File: src/rtl/uart_tx_fifo.sv
// uart_tx_fifo: buffered UART transmitter, one bit per txclk cycle, DEPTH-entry word FIFO.
// Define UART_TX_PARITY_EN to append an even-parity bit after the data bits.
module uart_tx_fifo #(
  parameter int unsigned WIDTH     = 18,
  parameter int unsigned DEPTH     = 4,
  parameter int unsigned STOP_BITS = 1
) (
  input  logic                     txclk,
  input  logic                     reset_n,
  input  logic [WIDTH-1:0]         tx_data,
  input  logic                     ld_tx_data,
  input  logic                     clr_overflow,
  output logic                     tx_out,
  output logic                     tx_busy,
  output logic                     tx_full,
  output logic                     tx_empty,
  output logic [$clog2(DEPTH):0]   fifo_level,
  output logic                     tx_done,
  output logic                     tx_overflow
);

  localparam int unsigned AW = $clog2(DEPTH);
  localparam int unsigned LW = AW + 1;
  localparam int unsigned CW = (WIDTH > 1) ? $clog2(WIDTH) : 1;

  typedef enum logic [2:0] {
    S_IDLE   = 3'd0,
    S_START  = 3'd1,
    S_DATA   = 3'd2,
    S_STOP   = 3'd3
`ifdef UART_TX_PARITY_EN
    , S_PARITY = 3'd4
`endif
  } state_t;

  state_t           state_q, state_nxt;
  logic [CW-1:0]    cnt_q, cnt_nxt;
  logic [WIDTH-1:0] sh_q;
  logic [WIDTH-1:0] mem [DEPTH];
  logic [AW-1:0]    wr_ptr, rd_ptr;
  logic [LW-1:0]    level_nxt;
  logic [WIDTH-1:0] head_c;
  logic             wr_en_c, pop_c;
  logic             tx_out_nxt, busy_nxt, done_nxt;
`ifdef UART_TX_PARITY_EN
  logic             par_q;
`endif

  // Full is judged before the edge, so a same-edge pop never makes room for a write
  assign wr_en_c = ld_tx_data && !tx_full;
  assign head_c  = mem[rd_ptr];

  always_ff @(posedge txclk) begin
    if (wr_en_c) mem[wr_ptr] <= tx_data;
  end

  always_comb begin
    level_nxt = fifo_level;
    case ({wr_en_c, pop_c})
      2'b10:   level_nxt = fifo_level + LW'(1);
      2'b01:   level_nxt = fifo_level - LW'(1);
      default: level_nxt = fifo_level;
    endcase
  end

  // FIFO pointers, occupancy flags and sticky overflow
  always_ff @(posedge txclk or negedge reset_n) begin
    if (!reset_n) begin
      wr_ptr      <= '0;
      rd_ptr      <= '0;
      fifo_level  <= '0;
      tx_full     <= 1'b0;
      tx_empty    <= 1'b1;
      tx_overflow <= 1'b0;
    end else begin
      if (wr_en_c) wr_ptr <= wr_ptr + AW'(1);
      if (pop_c)   rd_ptr <= rd_ptr + AW'(1);
      fifo_level <= level_nxt;
      tx_full    <= (level_nxt == LW'(DEPTH));
      tx_empty   <= (level_nxt == '0);
      if (ld_tx_data && tx_full) tx_overflow <= 1'b1;
      else if (clr_overflow)     tx_overflow <= 1'b0;
    end
  end

  // State register and frame datapath
  always_ff @(posedge txclk or negedge reset_n) begin
    if (!reset_n) begin
      state_q <= S_IDLE;
      cnt_q   <= '0;
      sh_q    <= '0;
`ifdef UART_TX_PARITY_EN
      par_q   <= 1'b0;
`endif
    end else begin
      state_q <= state_nxt;
      cnt_q   <= cnt_nxt;
      if (pop_c)                  sh_q <= head_c;
      else if (state_nxt == S_DATA) sh_q <= sh_q >> 1;
`ifdef UART_TX_PARITY_EN
      if (pop_c) par_q <= ^head_c;
`endif
    end
  end

  // Next state; cnt counts data bits in DATA and stop bits in STOP
  always_comb begin
    state_nxt = state_q;
    cnt_nxt   = cnt_q;
    pop_c     = 1'b0;
    case (state_q)
      S_IDLE: begin
        if (!tx_empty) begin
          pop_c     = 1'b1;
          state_nxt = S_START;
        end
      end
      S_START: begin
        state_nxt = S_DATA;
        cnt_nxt   = '0;
      end
      S_DATA: begin
        if (cnt_q == CW'(WIDTH - 1)) begin
          cnt_nxt = '0;
`ifdef UART_TX_PARITY_EN
          state_nxt = S_PARITY;
`else
          state_nxt = S_STOP;
`endif
        end else begin
          cnt_nxt = cnt_q + CW'(1);
        end
      end
`ifdef UART_TX_PARITY_EN
      S_PARITY: begin
        state_nxt = S_STOP;
        cnt_nxt   = '0;
      end
`endif
      S_STOP: begin
        if (cnt_q == CW'(STOP_BITS - 1)) begin
          cnt_nxt = '0;
          if (!tx_empty) begin
            pop_c     = 1'b1;
            state_nxt = S_START;
          end else begin
            state_nxt = S_IDLE;
          end
        end else begin
          cnt_nxt = cnt_q + CW'(1);
        end
      end
      default: state_nxt = S_IDLE;
    endcase
  end

  // Output values for the coming cycle, registered below so tx_out is glitch-free
  always_comb begin
    tx_out_nxt = 1'b1;
    busy_nxt   = (state_nxt != S_IDLE);
    done_nxt   = (state_nxt == S_STOP) && (cnt_nxt == CW'(STOP_BITS - 1));
    case (state_nxt)
      S_START:  tx_out_nxt = 1'b0;
      S_DATA:   tx_out_nxt = sh_q[0];
`ifdef UART_TX_PARITY_EN
      S_PARITY: tx_out_nxt = par_q;
`endif
      default:  tx_out_nxt = 1'b1;
    endcase
  end

  always_ff @(posedge txclk or negedge reset_n) begin
    if (!reset_n) begin
      tx_out  <= 1'b1;
      tx_busy <= 1'b0;
      tx_done <= 1'b0;
    end else begin
      tx_out  <= tx_out_nxt;
      tx_busy <= busy_nxt;
      tx_done <= done_nxt;
    end
  end

endmodule

File: config.mk
export PLATFORM = sky130hd
export DESIGN_NAME = uart_tx_fifo
export DESIGN_NICKNAME = d
export VERILOG_FILES = /design/src/rtl/uart_tx_fifo.sv
export SDC_FILE = /design/constraint.sdc
export NUM_CORES = 1
export LEC_CHECK = 0
export BUFFER_PORTS_ARGS = -buffer_cell sky130_fd_sc_hd__buf_2
export CORE_MARGIN = 5
export CORE_UTILIZATION = 65
export CTS_CLUSTER_DIAMETER = 30
export CTS_CLUSTER_SIZE = 30
export DETAILED_ROUTE_END_ITERATION = 12
export GPL_TIMING_DRIVEN = 1
export PLACE_DENSITY = 0.84
export REMOVE_ABC_BUFFERS = 1
export SLEW_MARGIN = 5
export SYNTH_ARGS = -nofsm -noshare
export SYNTH_HDL_FRONTEND = slang
export SYNTH_SLANG_ARGS = --single-unit
File: constraint.sdc
create_clock -name txclk -period 7.3 [get_ports txclk]
set_clock_uncertainty 0.2 [all_clocks]
set_input_delay 1.095 -clock txclk [delete_from_list [all_inputs] [get_ports txclk]]
set_output_delay 1.095 -clock txclk [all_outputs]
set_load 0.01 [all_outputs]
## Word level (Yosys, flattened, before mapping)

Memory sizes are Yosys's and may differ from the RTL's.
Index checks and enable logic that the tools add are counted.

| storage, ports and cells | value |
|---|---|
| register bits after elaboration | 39 |
| bits in latches | 0 |
| RAM bits | 72 |
| bits in read-only memories | 0 |
| input port bits | 22 |
| output and inout bits | 9 |
| logic and storage cells | 58 |
| memories | 1 |

| cells by class | value |
|---|---|
| add/subtract/negate cells | 5 |
| multipliers | 0 |
| divide/modulo/power cells | 0 |
| $lt $le $gt $ge | 0 |
| eq/ne operators | 10 |
| shifts and indexed selects | 0 |
| mux-type cells | 19 |
| bitwise gates (word level) | 0 |
| reductions and logical operators | 11 |

Memory list:

| memory | depth | width | rd ports | clocked after Yosys merged registers in | write ports | line | source |
|---|---|---|---|---|---|---|---|
| mem | 4 | 18 | 1 | 0 | 1 | 39 | `logic [WIDTH-1:0] mem [DEPTH];` |

Operators by type and width:

| operator | count |
|---|---|
| $mux 18 | 2 |
| $pmux 5 s3 | 1 |
| $eq 3x2->1 const B | 4 |
| $pmux 3 s4 | 1 |
| $logic_not 5->1 | 2 |
| $mux 5 | 2 |
| $mux 3 | 3 |
| $mux 1 | 7 |
| $eq 3x1->1 const B | 2 |
| $logic_not 3->1 | 2 |
| $pmux 3 s2 | 1 |
| $add 5x1->5 const B | 1 |
| $eq 5x5->1 const B | 1 |
| $add 2x1->2 const B | 2 |
| $pmux 1 s2 | 2 |
| $reduce_bool 2->1 | 2 |
| $add 3x1->3 const B | 1 |
| $eq 3x3->1 const B | 1 |
| $logic_and 1x1->1 | 3 |
| $reduce_bool 3->1 | 1 |
| $sub 3x1->3 const B | 1 |
| $eq 2x1->1 const B | 1 |
| $eq 2x2->1 const B | 1 |
| $logic_not 1->1 | 1 |

## Longest topological paths before layout

Gate-level depths: netlist of the first run.

| logic depth | value |
|---|---|
| word-level depth | 6 |
| depth in mapped cells | 13 |
| mapped depth without buffers | 12 |

## Least setup slack after synthesis of the first run

OpenSTA, ideal clock, no wires.

| timing path | value |
|---|---|
| kind | input port to flip-flop |
| start | input ld_tx_data |
| end | register tx_full |
| library setup time | 73 ps |
| arrival | 2768 ps |
| required time | 7027 ps |
| path slack | 4259 ps |
| stages | 8 |
| buffers on the path | 1 |
| path through | nor2b_1 clkbuf_1 inv_1 ha_1 fa_1 mux2_2 or2_2 nor2b_1 |

| on the way | value |
|---|---|
| cells in the longest elaborated chain, start to end | 4 |
| elaborated cells on any way between the ends | 5 |
| classes of those cells | eq/ne (3); mux (1); reduce/logical (1) |

RTL lines:

| item | line | source |
|---|---|---|
| start: declaration | 11 | `input logic ld_tx_data,` |
| $logic_and 1x1->1 * | 50 | `assign wr_en_c = ld_tx_data && !tx_full;` |
| $eq 2x1->1 or $eq 2x2->1 (tied branches) | 59 | `case ({wr_en_c, pop_c})` |
| $pmux 3 s2 * | 59 |  |
| via level_nxt[1] | 41 | `logic [LW-1:0] level_nxt;` |
| $eq 3x3->1 * | 79 | `tx_full <= (level_nxt == LW'(DEPTH));` |
| end signal: assignment | 79 |  |
| end: declaration | 15 | `output logic tx_full,` |

Mark *: on every way through the listed nets, which the timed path passes. The rest lies on a longest branch.
A chain may end at the register's enable or synchronous reset.

## Final worst setup path of the first run

| timing path | value |
|---|---|
| start | register state_q[1] |
| end | register tx_full |

| on the way | value |
|---|---|
| cells in the longest elaborated chain, start to end | 5 |
| elaborated cells on any way between the ends | 7 |
| classes of those cells | eq/ne (4); mux (2); reduce/logical (1) |

RTL lines:

| item | line | source |
|---|---|---|
| start: declaration | 36 | `state_t state_q, state_nxt;` |
| start signal: assignment | 96 | `state_q <= state_nxt;` |
| $eq 3x2->1 or $logic_not 3->1 (tied branches) | 111 | `case (state_q)` |
| $pmux 1 s2 * | 111 |  |
| $eq 2x1->1 or $eq 2x2->1 (tied branches) | 59 |  |
| $pmux 3 s2 * | 59 |  |
| via level_nxt[1] | 41 |  |
| $eq 3x3->1 * | 79 |  |

Marked as above.

==> results of run 1 <==
-- per-layer routing --
layer | GRT usage [%] | vias to the layer above | part of all wire [%]
met5 | 0 | - | 0
met4 | 5.36 | 0 | 1.3
met3 | 4.98 | 13 | 6.0
met2 | 34.8 | 116 | 49
met1 | 29.7 | 1598 | 43
li1 | - | 1488 | -
-- power by group --
group | internal (mW) | switching, mW
logic | 0.334 | 0.350
clock network | 0.134 | 0.221
registers | 0.844 | 0.159
total | 1.31 | 0.730
-- Yosys cell counts (7+ instances only) --
| cell | number |
|---|---|
| nor2_1 | 9 |
| buf_2 | 17 |
| o21ai_0 | 18 |
| edfxtp_1 | 72 |
| a22o_1 | 17 |
| ha_1 | 8 |
| clkbuf_1 | 13 |
| a22oi_1 | 17 |
| inv_1 | 10 |
| a21boi_0 | 18 |
| dfrtp_1 | 37 |
| mux4_2 | 18 |
| nor3_1 | 17 |
| and3_1 | 17 |
| a21oi_1 | 7 |
| a31oi_1 | 17 |
-- critical path, delay by kind of cell (launching register included) --
kind            cells  cell delay (ns)
flops               1             0.86
mux                 1             0.29
fa+ha+maj           2             0.70
buf+inv             2             0.36
compound gates      1             0.17
simple gates        4             1.50
-- flip-flops by register name, indices dropped and copies added (netlist names) --
signal	cells
wr_ptr	2
tx_out	1
fifo_level	3
state_q	3
cnt_q	5
sh_q	18
tx_busy	1
tx_overflow	1
tx_full	1
tx_done	1
rd_ptr	2
tx_empty	1
mem	72
-- final timing paths --
path                                              start                       to  slack [ns]
worst min register to register  fifo_level[2]$_DFF_PN0_  fifo_level[2]$_DFF_PN0_        0.33
max in group asynchronous                       reset_n     state_q[2]$_DFF_PN0_        5.73
min in group asynchronous                       reset_n       cnt_q[1]$_DFF_PN0_        0.62
worst min-delay path            fifo_level[2]$_DFF_PN0_  fifo_level[2]$_DFF_PN0_        0.33
worst max-delay path               state_q[1]$_DFF_PN0_        tx_full$_DFF_PN0_        3.13
worst max register to register     state_q[1]$_DFF_PN0_        tx_full$_DFF_PN0_        3.13
-- stage by stage --
stage                     cells  power (mW)  setup slack (ns)  hold WS, ns
after detailed placement    478        1.70              3.19        0.309
after global placement      478        1.66              3.37        0.300
after floorplan             344        1.48              3.32        0.323
final                       494        2.04              3.13        0.326
after CTS                   494        2.05              3.17        0.330
after global routing        494        2.18              2.92        0.353
-- cell families (layout without fill, tap and decap cells) --
family / count (synthesis) / in the layout / share of synthesized area, %
AO/OA/AOI/OAI: 111 / 111 / 15.2
XOR/XNOR: 9 / 9 / 1.53
other: 1 / 1 / 0.0727
multiplexers: 19 / 19 / 8.07
flip-flops: 111 / 111 / 60.8
AND/OR/NAND/NOR: 74 / 74 / 8.41
adder cells (fa/ha/maj): 9 / 9 / 2.33
buffers and inverters: 41 / 58 / 3.54
-- cell type report --
| type | count | area (µm²) |
|---|---|---|
| clock buffers | 10 | 128 |
| well taps | 102 | 128 |
| clock inverters | 6 | 61.3 |
| fillers | 502 | 2230 |
| repair buffers | 32 | 165 |
| flip-flops and latches | 111 | 3140 |
| inverters | 10 | 37.5 |
| multi-input cells | 223 | 1840 |
-- placed cells by master (no fill, tap or decap), drive strengths merged, types with 2 or more instances in the layout --
cell type / netlist / layout
nor2b: 5 / 5
and3: 17 / 17
nor2: 9 / 9
xnor2: 4 / 4
dfrtp: 37 / 37
nor3: 17 / 17
a31oi: 17 / 17
a211o: 2 / 2
nand4: 2 / 2
clkbuf: 13 / 10
ha: 8 / 8
or2: 5 / 5
a22o: 17 / 17
a21oi: 7 / 7
nand2: 4 / 4
nand3b: 2 / 2
buf: 18 / 32
a22oi: 17 / 17
o21ai: 23 / 23
o221ai: 2 / 2
xor2: 5 / 5
inv: 10 / 14
and2: 6 / 6
a21boi: 18 / 18
mux4: 18 / 18
edfxtp: 72 / 72
dfstp: 2 / 2
==> results.py, run 1 <==
metrics = {
    "layout": {
        "drive_gt1_share_pct": 19.4,
        "fin_area_um2": 5500,
        "fin_util_pct": 71.1,
        "num_antenna_cells": 0,
        "final_nets": 418,
        "syn2layout_area_growth_pct": 6.52,
    },
    "hold_path": {
        "hold_class": "reg2reg",
        "hold_depth": 1,
    },
    "yosys": {
        "synth_edf_count": 72,
        "synthArstFlopShare_pct": 35.1,
        "yosys.area.top_type": "edfxtp_1",
        "seq_area_frac_synth_pct": 60.8,
        "synth_top_area_share_pct": 41.9,
        "synth_area_um2": 5160,
        "ys_ff_latch": 111,
        "synthTopCellsByArea": "edfxtp_1, dfrtp_1, mux4_2, a22o_1, a21boi_0",
        "avgSynthCellArea_um2": 13.8,
        "synth_cell_type_count": 48,
        "synth_ff_type": "edfxtp_1",
        "synth_warnings": 0,
        "syn-instance-count": 375,
    },
    "timing": {
        "slew_headroom_pct": 16.1,
        "rsz0062_at_grt": "false",
        "period_minus_slack_ns": 4.17,
        "hold_viol_final": 0,
        "clock.fmax_mhz": 240,
        "worstMarginPinSlew_ns": 1.25,
        "period_share_pct": 57.2,
        "slew_viol_final": 0,
        "setup_viol": 0,
        "setup_tns_ns": 0,
    },
    "routing": {
        "drc_errors": 0,
        "via_per_inst": 6.51,
        "drt_iter0_markers": 196,
        "final_antenna_net_count": 0,
        "vias": 3215,
        "dr.pass1.iters": 5,
        "totalWireLength_um": 9790,
        "wl_per_cell_um": 19.8,
    },
    "job": {
        "maxCapViolCount": 0,
    },
    "global_route": {
        "first_global_vias": 3204,
        "grt_max_degree": 46,
        "antenna_found_initial": 0,
        "grt_use_total_pct": 21.4,
        "grt_pass1_wl_um": 16500,
        "gr-total-overflow": 0,
    },
    "die": {
        "die_w_um": 99.1,
        "die_y_um": 99.1,
        "start_util_pct": 66.8,
        "dieArea_um2": 9820,
        "pin_count": 31,
        "core_area_um2": 7730,
        "num_rows": 32,
    },
    "clock_network": {
        "clock_path_buffers": 2,
        "clock-sinks": 111,
        "tritoncts": "done",
        "cts_inserted_buffers": 9,
        "path_clk_slew_ns": 0.11,
        "cts_max_level": 3,
        "post_cts_buffers": 0,
        "clock_latency_ns": 0.37,
        "ctsHoldBuffers": 0,
        "root_buffer": "clkbuf_8",
        "post_cts_resized": 0,
    },
    "place": {
        "gp_congestion": 0.877,
        "place_area_um2": 5310,
        "port-buffer-count": 30,
        "hpwl_um": 6250,
    },
    "power_and_ir_drop": {
        "powerDensity_nw_per_um2": 371,
        "ir_drop_mv": 0.223,
        "p_leak_nw": 2.06,
    },
    "setup_path": {
        "r2r.worst_path.cells": 10,
        "cp.arrival_ns": 4.28,
        "path_cells": "and2_1 > a21oi_1 > buf_4 > or2_1 > inv_1 > ha_1 > fa_1 > mux2_2 > or2_2 > nor2b_1",
        "cp-end-kind": "register",
        "crit_slowest_cell": "dfrtp_1",
        "setup.worst_path.start_class": "register",
        "critPathMaxFanout": 45,
        "required_ns": 7.41,
        "cp_slowest_stage_delay_ns": 0.86,
        "critPathKind": "reg2reg",
    },
    "run_status": {
        "status": "complete, no violations",
    },
}
(Power assumes the default switching activity.)
==> inputs of run 2 (changes only) <==
--- a/config.mk
+++ b/config.mk
@@ -5,14 +5,15 @@
 export SDC_FILE = /design/constraint.sdc
 export NUM_CORES = 1
 export LEC_CHECK = 0
+export ABC_AREA = 1
 export BUFFER_PORTS_ARGS = -buffer_cell sky130_fd_sc_hd__buf_2
 export CORE_MARGIN = 5
-export CORE_UTILIZATION = 65
+export CORE_UTILIZATION = 54
 export CTS_CLUSTER_DIAMETER = 30
 export CTS_CLUSTER_SIZE = 30
 export DETAILED_ROUTE_END_ITERATION = 12
 export GPL_TIMING_DRIVEN = 1
-export PLACE_DENSITY = 0.84
+export PLACE_DENSITY = 0.75
 export REMOVE_ABC_BUFFERS = 1
 export SLEW_MARGIN = 5
 export SYNTH_ARGS = -nofsm -noshare
==> constraint.sdc (replaced) <==
create_clock -name txclk -period 3.7 [get_ports txclk]
set_clock_uncertainty 0.2 [all_clocks]
set_input_delay 0.555 -clock txclk [delete_from_list [all_inputs] [get_ports txclk]]
set_output_delay 0.555 -clock txclk [all_outputs]
set_load 0.01 [all_outputs]
==> results.py, run 2 <==
metrics = {
    "run_status": {
        "status": "complete, no violations",
    },
    "setup_path": {
        "cp_slowest_stage_delay_ns": 0.45,
        "cp.depth": 13,
        "crit_top_cell": "inv_1",
        "r2r_end": "tx_full$_DFF_PN0_",
        "crit_slowest_cell": "dfrtp_1",
        "r2r_start": "cnt_q[0]$_DFF_PN0_",
        "path_delay_family": "simple AND/OR/NAND/NOR gates",
        "cp_num_buf_inv": 3,
        "cp-end-kind": "register",
        "setup.worst_path.start_class": "register",
        "critPathKind": "reg2reg",
        "cp.arrival_ns": 3.30,
        "r2r_slack_ns": 0.50,
        "path_cells": "inv_1 > ha_1 > inv_1 > nor2_1 > nand2_2 > inv_1 > nand2_2 > nand2_4 > ha_1 > fa_1 > mux2_2 > or2_2 > nor2_1",
        "critPathMaxFanout": 22,
        "r2r.worst_path.cells": 13,
        "required_ns": 3.81,
    },
    "timing": {
        "period_share_pct": 86.4,
        "worstMarginPinSlew_ns": 0.969,
        "hold_viol_final": 0,
        "period_minus_slack_ns": 3.20,
        "setup_tns_ns": 0,
        "rsz0062_at_grt": "false",
        "clock.fmax_mhz": 313,
        "setup_viol": 0,
        "slew_headroom_pct": 35.0,
        "slew_viol_final": 0,
    },
    "yosys": {
        "synthTopCellsByArea": "edfxtp_1, dfrtp_1, nand2_1, nor2_1, o21ai_0",
        "synth_edf_count": 72,
        "syn-instance-count": 475,
        "yosys.area.top_type": "edfxtp_1",
        "synth_warnings": 0,
        "ys_ff_latch": 111,
        "avgSynthCellArea_um2": 10.2,
        "synth_cell_type_count": 32,
        "synthArstFlopShare_pct": 35.1,
        "yosysMostFrequentCell": "nand2_1",
        "synth_common_cells": "nand2_1, nor2_1, edfxtp_1, o21ai_0, nand3_1",
        "synth_ff_type": "edfxtp_1",
        "seq_area_frac_synth_pct": 64.6,
        "synth_area_um2": 4860,
        "synth_top_area_share_pct": 44.5,
    },
    "clock_network": {
        "tritoncts": "done",
        "clock_path_buffers": 2,
        "cts_inserted_buffers": 9,
        "clock-sinks": 111,
        "post_cts_resized": 0,
        "ctsHoldBuffers": 0,
        "cts_max_level": 3,
        "post_cts_buffers": 0,
        "root_buffer": "clkbuf_8",
        "clock_latency_ns": 0.37,
        "path_clk_slew_ns": 0.10,
    },
    "routing": {
        "wl_per_cell_um": 14.2,
        "final_antenna_net_count": 0,
        "drc_errors": 0,
        "totalWireLength_um": 8730,
        "via_per_inst": 5.31,
        "drt_iter0_markers": 262,
        "dr.pass1.iters": 4,
        "vias": 3273,
    },
    "layout": {
        "drive_gt1_share_pct": 12.8,
        "largest_reg_flops": 72,
        "final_nets": 534,
        "mostFrequentLayoutCells": "nand2_1, nor2_1, edfxtp_1",
        "syn2layout_area_growth_pct": 8.19,
        "max_flop_register": "mem",
        "final_common_cell": "nand2_1",
        "reg_top3": "mem: 72 flops, sh_q: 18 flops, cnt_q: 5 flops",
        "nFillCells": 702,
        "fin_cells": 616,
        "num_antenna_cells": 0,
    },
    "job": {
        "maxCapViolCount": 0,
    },
    "die": {
        "start_util_pct": 55.5,
        "num_rows": 34,
        "pin_count": 31,
        "die_w_um": 105,
        "core_area_um2": 8760,
        "dieArea_um2": 11000,
        "die_y_um": 105,
    },
    "global_route": {
        "grt_pass1_wl_um": 14500,
        "gr-total-overflow": 0,
        "grt_max_degree": 40,
        "antenna_found_initial": 0,
        "first_global_vias": 3105,
        "grt_use_total_pct": 16.5,
    },
    "place": {
        "port-buffer-count": 30,
        "gp_congestion": 0.807,
        "dp.cells": 600,
        "hpwl_um": 5590,
    },
    "power_and_ir_drop": {
        "ir_drop_mv": 0.267,
        "p_leak_nw": 2.31,
        "powerDensity_nw_per_um2": 738,
    },
    "hold_path": {
        "hold_class": "in2async",
    },
}
run 2: cell count changes in the layout (fill, tap and decap cells not counted), sizes merged, moves of 24 or more:
| cell | previous run | this run |
|---|---|---|
| nand2 | 4 | 100 |
| inv | 14 | 38 |
| nand3 | 1 | 53 |
| o21ai | 23 | 58 |
| nor2 | 9 | 75 |
run 2: area by class of cell:
cell class,instances,area [µm²],share of cell area (%)
Timing Repair Buffer,35,188,3.57
Inverter,37,141,2.69
Clock buffer,11,141,2.69
Clock inverter,5,40.0,0.762
Sequential cell,111,3140,59.7
Multi-Input combinational cell,309,1470,28.0
Tap cell,108,135,2.57
run 2: how the worst max path moves through the flow:
stage	startpoint	end	slack, ns
4_1_cts	cnt_q[0]$_DFF_PN0_	tx_full$_DFF_PN0_	0.49
3_3_place_gp	cnt_q[0]$_DFF_PN0_	tx_full$_DFF_PN0_	0.62
5_1_grt	cnt_q[0]$_DFF_PN0_	tx_full$_DFF_PN0_	0.28
2_1_floorplan	cnt_q[0]$_DFF_PN0_	tx_full$_DFF_PN0_	0.84
6_report	cnt_q[0]$_DFF_PN0_	tx_full$_DFF_PN0_	0.50
3_5_place_dp	cnt_q[0]$_DFF_PN0_	tx_full$_DFF_PN0_	0.52
run 2: power by group:
part | internal (mW) | switching, mW
Combinational | 0.468 | 0.956
Sequential | 1.65 | 0.137
Clock | 0.270 | 0.399
run 2: cells by family after synthesis:
family | after synthesis | synth area share (%)
adder cells (fa/ha/maj) | 9 | 2.47
AO/OA/AOI/OAI | 61 | 6.31
buffers and inverters | 55 | 5.10
flip-flops | 111 | 64.6
multiplexers | 1 | 0.232
AND/OR/NAND/NOR | 232 | 20.3
other | 1 | 0.0772
XOR/XNOR | 5 | 0.901
run 2: per-layer routing:
| layer | wire, µm | track usage (%) | up-vias |
|---|---|---|---|
| li1 | - | - | 1627 |
| met1 | 3830 | 21.0 | 1568 |
| met2 | 4320 | 27.1 | 64 |
| met3 | 333 | 3.70 | 14 |
| met4 | 245 | 7.49 | 0 |
| met5 | 0 | 0 | - |
run 2: per-stage QoR:
stage	util (%)	hold WS (ns)	area [µm²]	setup WS, ns	power, mW
floorplan	-	0.0594	4750	0.835	2.82
global placement	57.9	0.294	5080	0.625	3.19
detailed placement	57.9	0.300	5080	0.523	3.25
CTS	60.0	0.102	5260	0.494	3.91
global route	60.0	0.139	5260	0.284	4.20
finish	60.0	0.0711	5260	0.504	3.88
